===== config.mk =====
export PLATFORM = sky130hd
export DESIGN_NAME = brnch_fetch_sequencer
export DESIGN_NICKNAME = d
export VERILOG_FILES = /design/src/rtl/brnch_fetch_sequencer.sv
export SDC_FILE = /design/constraint.sdc
export NUM_CORES = 1
export LEC_CHECK = 0
export ABC_AREA = 1
export CAP_MARGIN = 40
export CORE_UTILIZATION = 55
export CTS_CLUSTER_SIZE = 25
export DETAILED_ROUTE_END_ITERATION = 10
export PLACE_DENSITY = 0.82
export SYNTH_ARGS = -nofsm -noshare
export SYNTH_HDL_FRONTEND = slang
export SYNTH_SLANG_ARGS = --single-unit

===== constraint.sdc =====
create_clock -name clk -period 8.7 [get_ports clk]
set_input_delay 1.74 -clock clk [delete_from_list [all_inputs] [get_ports clk]]
set_output_delay 1.74 -clock clk [all_outputs]
set_load 0.01 [all_outputs]

===== src/rtl/brnch_fetch_sequencer.sv =====
// Fetch-side sequencer for the correlating branch predictor: PC, IF/ID register and next-PC selection.
// Optional FETCH_PERF_CNT_EN adds saturating branch, mispredict and stall-cycle counters.
module brnch_fetch_sequencer #(
  parameter logic [31:0] RESET_VECTOR = 32'h0000_0000
) (
  input  logic        clk,
  input  logic        rst,
`ifdef FETCH_PERF_CNT_EN
  output logic [31:0] branch_fetched_cnt,
  output logic [31:0] mispredict_cnt,
  output logic [31:0] stall_cycle_cnt,
`endif
  input  logic [31:0] instr_mem_rdata,
  input  logic        br_prediction,
  input  logic        flush,
  input  logic        branch_hazard_stall,
  input  logic        jump_detected,
  input  logic        load_use_stall,
  output logic [31:0] pc_IF,
  output logic [5:0]  opcode_for_brnch_instr_detect_IF,
  output logic [4:0]  branch_addr_lw_5b,
  output logic [5:0]  opcode_for_brnch_instr_detect_ID,
  output logic [4:0]  IFID_reg_rs,
  output logic [4:0]  IFID_reg_rt,
  output logic [31:0] IFID_instr,
  output logic [31:0] IFID_pc_plus4,
  output logic        IFID_valid,
  output logic        IFID_pred_taken
);

  localparam logic [5:0] OP_BEQ = 6'b000100;

  typedef enum logic [1:0] {BOOT, RUN, STALL} state_e;

  state_e      state_q, state_d;
  logic [31:0] pc_q, pc_d;
  logic [31:0] ifid_instr_q, ifid_instr_d;
  logic [31:0] ifid_pc_plus4_q, ifid_pc_plus4_d;
  logic        ifid_valid_q, ifid_valid_d;
  logic        ifid_pred_q, ifid_pred_d;

  logic        stall;
  logic        in_boot;
  logic [5:0]  opcode_if;
  logic [31:0] pc4, br_tgt, j_tgt, rec;
  logic        flush_qual;

  assign stall = branch_hazard_stall | load_use_stall;

  always_ff @(posedge clk or posedge rst) begin
    if (rst) state_q <= BOOT;
    else     state_q <= state_d;
  end

  always_comb begin
    state_d = state_q;
    unique case (state_q)
      BOOT:    state_d = RUN;
      RUN:     state_d = stall ? STALL : RUN;
      STALL:   state_d = stall ? STALL : RUN;
      default: state_d = BOOT;
    endcase
  end

  always_comb begin
    in_boot   = (state_q == BOOT);
    opcode_if = in_boot ? '0 : instr_mem_rdata[31:26];
  end

  assign pc4        = pc_q + 32'd4;
  assign br_tgt     = pc4 + {{14{instr_mem_rdata[15]}}, instr_mem_rdata[15:0], 2'b00};
  assign j_tgt      = {pc4[31:28], instr_mem_rdata[25:0], 2'b00};
  assign rec        = ifid_pred_q ? ifid_pc_plus4_q
                    : ifid_pc_plus4_q + {{14{ifid_instr_q[15]}}, ifid_instr_q[15:0], 2'b00};
  assign flush_qual = flush & ifid_valid_q & (ifid_instr_q[31:26] == OP_BEQ);

  // Stall outranks flush so a mispredict raised during a stall is kept until release.
  always_comb begin
    pc_d            = pc_q;
    ifid_instr_d    = ifid_instr_q;
    ifid_pc_plus4_d = ifid_pc_plus4_q;
    ifid_valid_d    = ifid_valid_q;
    ifid_pred_d     = ifid_pred_q;
    if (in_boot) begin
      ifid_instr_d    = '0;
      ifid_pc_plus4_d = '0;
      ifid_valid_d    = 1'b0;
      ifid_pred_d     = 1'b0;
    end else if (stall) begin
      pc_d = pc_q;
    end else if (flush_qual) begin
      pc_d            = rec;
      ifid_instr_d    = '0;
      ifid_pc_plus4_d = '0;
      ifid_valid_d    = 1'b0;
      ifid_pred_d     = 1'b0;
    end else begin
      ifid_instr_d    = instr_mem_rdata;
      ifid_pc_plus4_d = pc4;
      ifid_valid_d    = 1'b1;
      if (jump_detected) begin
        pc_d        = j_tgt;
        ifid_pred_d = 1'b0;
      end else if (br_prediction && (opcode_if == OP_BEQ)) begin
        pc_d        = br_tgt;
        ifid_pred_d = 1'b1;
      end else begin
        pc_d        = pc4;
        ifid_pred_d = 1'b0;
      end
    end
  end

  always_ff @(posedge clk or posedge rst) begin
    if (rst) begin
      pc_q            <= RESET_VECTOR;
      ifid_instr_q    <= '0;
      ifid_pc_plus4_q <= '0;
      ifid_valid_q    <= 1'b0;
      ifid_pred_q     <= 1'b0;
    end else begin
      pc_q            <= pc_d;
      ifid_instr_q    <= ifid_instr_d;
      ifid_pc_plus4_q <= ifid_pc_plus4_d;
      ifid_valid_q    <= ifid_valid_d;
      ifid_pred_q     <= ifid_pred_d;
    end
  end

`ifdef FETCH_PERF_CNT_EN
  logic [31:0] br_cnt_q, br_cnt_d;
  logic [31:0] mp_cnt_q, mp_cnt_d;
  logic [31:0] st_cnt_q, st_cnt_d;
  logic        fetch_wr, take_flush;

  assign take_flush = !in_boot && !stall && flush_qual;
  assign fetch_wr   = !in_boot && !stall && !flush_qual;

  always_comb begin
    br_cnt_d = br_cnt_q;
    mp_cnt_d = mp_cnt_q;
    st_cnt_d = st_cnt_q;
    if (fetch_wr && (opcode_if == OP_BEQ) && (br_cnt_q != '1)) br_cnt_d = br_cnt_q + 32'd1;
    if (take_flush && (mp_cnt_q != '1))                         mp_cnt_d = mp_cnt_q + 32'd1;
    if ((state_q == STALL) && (st_cnt_q != '1))                 st_cnt_d = st_cnt_q + 32'd1;
  end

  always_ff @(posedge clk or posedge rst) begin
    if (rst) begin
      br_cnt_q <= '0;
      mp_cnt_q <= '0;
      st_cnt_q <= '0;
    end else begin
      br_cnt_q <= br_cnt_d;
      mp_cnt_q <= mp_cnt_d;
      st_cnt_q <= st_cnt_d;
    end
  end

  assign branch_fetched_cnt = br_cnt_q;
  assign mispredict_cnt     = mp_cnt_q;
  assign stall_cycle_cnt    = st_cnt_q;
`endif

  assign pc_IF                            = pc_q;
  assign opcode_for_brnch_instr_detect_IF = opcode_if;
  assign branch_addr_lw_5b                = pc_q[6:2];
  assign opcode_for_brnch_instr_detect_ID = ifid_instr_q[31:26];
  assign IFID_reg_rs                      = ifid_instr_q[25:21];
  assign IFID_reg_rt                      = ifid_instr_q[20:16];
  assign IFID_instr                       = ifid_instr_q;
  assign IFID_pc_plus4                    = ifid_pc_plus4_q;
  assign IFID_valid                       = ifid_valid_q;
  assign IFID_pred_taken                  = ifid_pred_q;

endmodule


==> metrics <==
status=finished clean; grt total ovfl=0; via count=11772; layout cells sized above 1=3.72%; wirelength, routed=37.7 mm; power per cell area=297 nW/um^2; Top Ports=164; Max-cap violations=0; maximum clock rate=208 MHz; Yosys reg bits=100; Tmin final=4.80 ns; pre-CTS setup slack=3.90 ns; average vias per placed instance=5.65; Clock Skew=0.0149 ns; Final Instance Area=12500 sq um; Synth Area per Inst=6.03 sq um; DIE AREA=19400 sq um; 1st-iter DRT viols=1247; filler instances=1676; final setup violation count=0; Final Max Tran Viols=0; DP HPWL=30.5 mm; die height=139 um; Nets=1957; via count of the first global-routing pass=10724; Mapped Area=10400 sq um; RSZ-0062 raised after global routing=no; part of the cycle the worst path needs=55.1%; VDD IR-drop max=0.234 mV; Final ANT Viol Nets=0; Reg clk slew, reported paths=0.07 ns; leakage power=6.59 nW; largest net degree at the start of global routing=68; CTS tree=built; Seq/Total Area, Yosys=24.1%; setup bufs post-CTS=0; Hold Buf Count CTS=0; area taken by multi-input logic gates=6420 sq um; setup_tns=0 ns; final setup margin=3.90 ns; worst skew pair latency=0.37 ns; Post-DP Area=12200 sq um; Syn. warnings=0; Worst Path Required=6.96 ns; worst-path fanout max=2; # port buffers=163; Slew Limit Headroom=41.6%; crit start category=input pin; initial antenna violation count=0; Unique masters post-synth=46; syn nets=1831; Remaining DRCs=0; CP Capture Type=output port; first-pass GRT wire length=58.1 mm; Post-CTS Resized=0; Root Driver=clkbuf_16; clk buf depth=2; drt pass-1 iters=7; num rows=49; routed len/inst=18.1 um; GRT Total Usage=39.0%; n_diodes=0; total CTS buffers=9; total core area=18200 sq um; crit path DAT=3.06 ns; die width=139 um; worst-margin pin slew=0.875 ns; Starting Density=57.0%; critical path class=input pin to output port; hold crit path type=register to register; Layout area overhead=20.0%; clock sinks=100; Fin. Hold Viols=0; register area=2500 sq um; H-tree level count=3; synthesized instance count=1722; Final Wtd Congestion=1.00
==> cell usage in the layout, fill, tap and decap left out, types with 9 or more instances in the layout <==
cell,Yosys,layout
a21oi_1,102,102
clkbuf_16,0,9
clkdlybuf4s50_1,0,163
dfrtp_1,100,100
ha_1,68,68
inv_1,297,296
nand2_1,556,556
nand3_1,143,143
nand4_1,26,26
nor2_1,129,128
nor3_1,16,16
o21ai_0,68,68
o21ai_1,10,10
o21bai_1,12,12
o22ai_1,25,25
xnor2_1,15,15
xor2_1,10,10
==> synthesized netlist by cell type (all sizes together) <==
cell type | n | area share (%)
dfrtp | 100 | 24
o21a | 2 | 0.14
a21boi | 2 | 0.14
o21bai | 12 | 0.87
o22ai | 25 | 1.5
a41oi | 1 | 0.084
nor2 | 142 | 5.8
inv | 302 | 11
a32o | 2 | 0.19
a31oi | 2 | 0.12
fa | 2 | 0.39
nand4 | 26 | 1.6
a22oi | 8 | 0.58
and2 | 5 | 0.30
nor4 | 1 | 0.060
or2 | 6 | 0.36
a211oi | 2 | 0.14
buf | 33 | 2.2
nand3 | 143 | 6.9
nand3b | 3 | 0.22
and3 | 1 | 0.060
clkbuf | 29 | 1.0
nor3 | 18 | 0.96
nand2 | 562 | 21
xnor2 | 15 | 1.3
a21o | 2 | 0.14
ha | 68 | 8.2
a2bb2oi | 1 | 0.084
o211ai | 5 | 0.36
a22o | 7 | 0.59
a21oi | 103 | 5.0
xor2 | 13 | 1.3
o21ai | 79 | 3.8
==> cells by family after synthesis <==
kind of cell             count (synthesis)  synth area share (%)
AND/OR/NAND/NOR                        907                  36.8
buffers and inverters                  364                  14.1
AO/OA/AOI/OAI                          253                  13.8
flip-flops                             100                  24.1
adder cells (fa/ha/maj)                 70                  8.58
XOR/XNOR                                28                  2.58
==> where the power goes <==
| part | switching [mW] | leakage, nW | internal, mW |
|---|---|---|---|
| clock network | 0.205 | 0.148 | 0.204 |
| registers | 0.246 | 1.31 | 0.619 |
| logic | 1.47 | 5.13 | 0.956 |
| total | 1.92 | 6.59 | 1.78 |
==> path summary, 6_finish.rpt <==
kind	from	end	slack, ns	depth (start not counted)
worst max-delay path	instr_mem_rdata[30]	opcode_for_brnch_instr_detect_IF[4]	3.90	4
worst min-delay path	IFID_instr[25]	IFID_instr[25]	0.51	2
worst max register to register	pc_IF[2]	pc_IF[29]	5.00	16
worst min register to register	IFID_instr[25]	IFID_instr[25]	0.51	2
max in group asynchronous	rst	pc_IF[16]	5.71	3
min in group asynchronous	rst	IFID_instr[3]	1.73	2
==> state kept, by name, summed over array words and instances, names as in the netlist <==
register / flops
IFID_pc_plus4: 32
IFID_valid: 1
state_q: 2
IFID_pred_taken: 1
pc_IF: 32
IFID_instr: 32
==> cell type report <==
type | instances | area share [%]
tap | 229 | 2.30
multi-input combinational | 1258 | 51.5
inverter | 302 | 9.12
timing repair buffer | 177 | 14.5
clock buffer | 9 | 1.81
clock inverter | 7 | 0.633
sequential | 100 | 20.1
==> layer usage <==
| layer | vias up | track usage, % | share of wire (%) |
|---|---|---|---|
| met4 | 0 | 13.4 | 3.1 |
| li1 | 5719 | - | - |
| met2 | 596 | 62.9 | 45 |
| met5 | - | 0 | 0 |
| met3 | 77 | 6.43 | 10 |
| met1 | 5380 | 52.8 | 42 |
==> critical path, stage by stage <==
cell and delay, ns:
clkdlybuf4s50_1 0.47, inv_1 0.06, nor2_1 0.20, clkdlybuf4s50_1 0.59
==> metrics by stage <==
stage,utilization [%],hold WS [ns],power (mW),instances
floorplan,-,0.533,2.31,1722
global placement,66.1,0.492,3.16,2060
detailed placement,66.7,0.496,3.22,2066
CTS,68.4,0.514,3.64,2082
global route,68.4,0.534,3.95,2082
finish,68.4,0.510,3.70,2082
(Power assumes the default switching activity.)
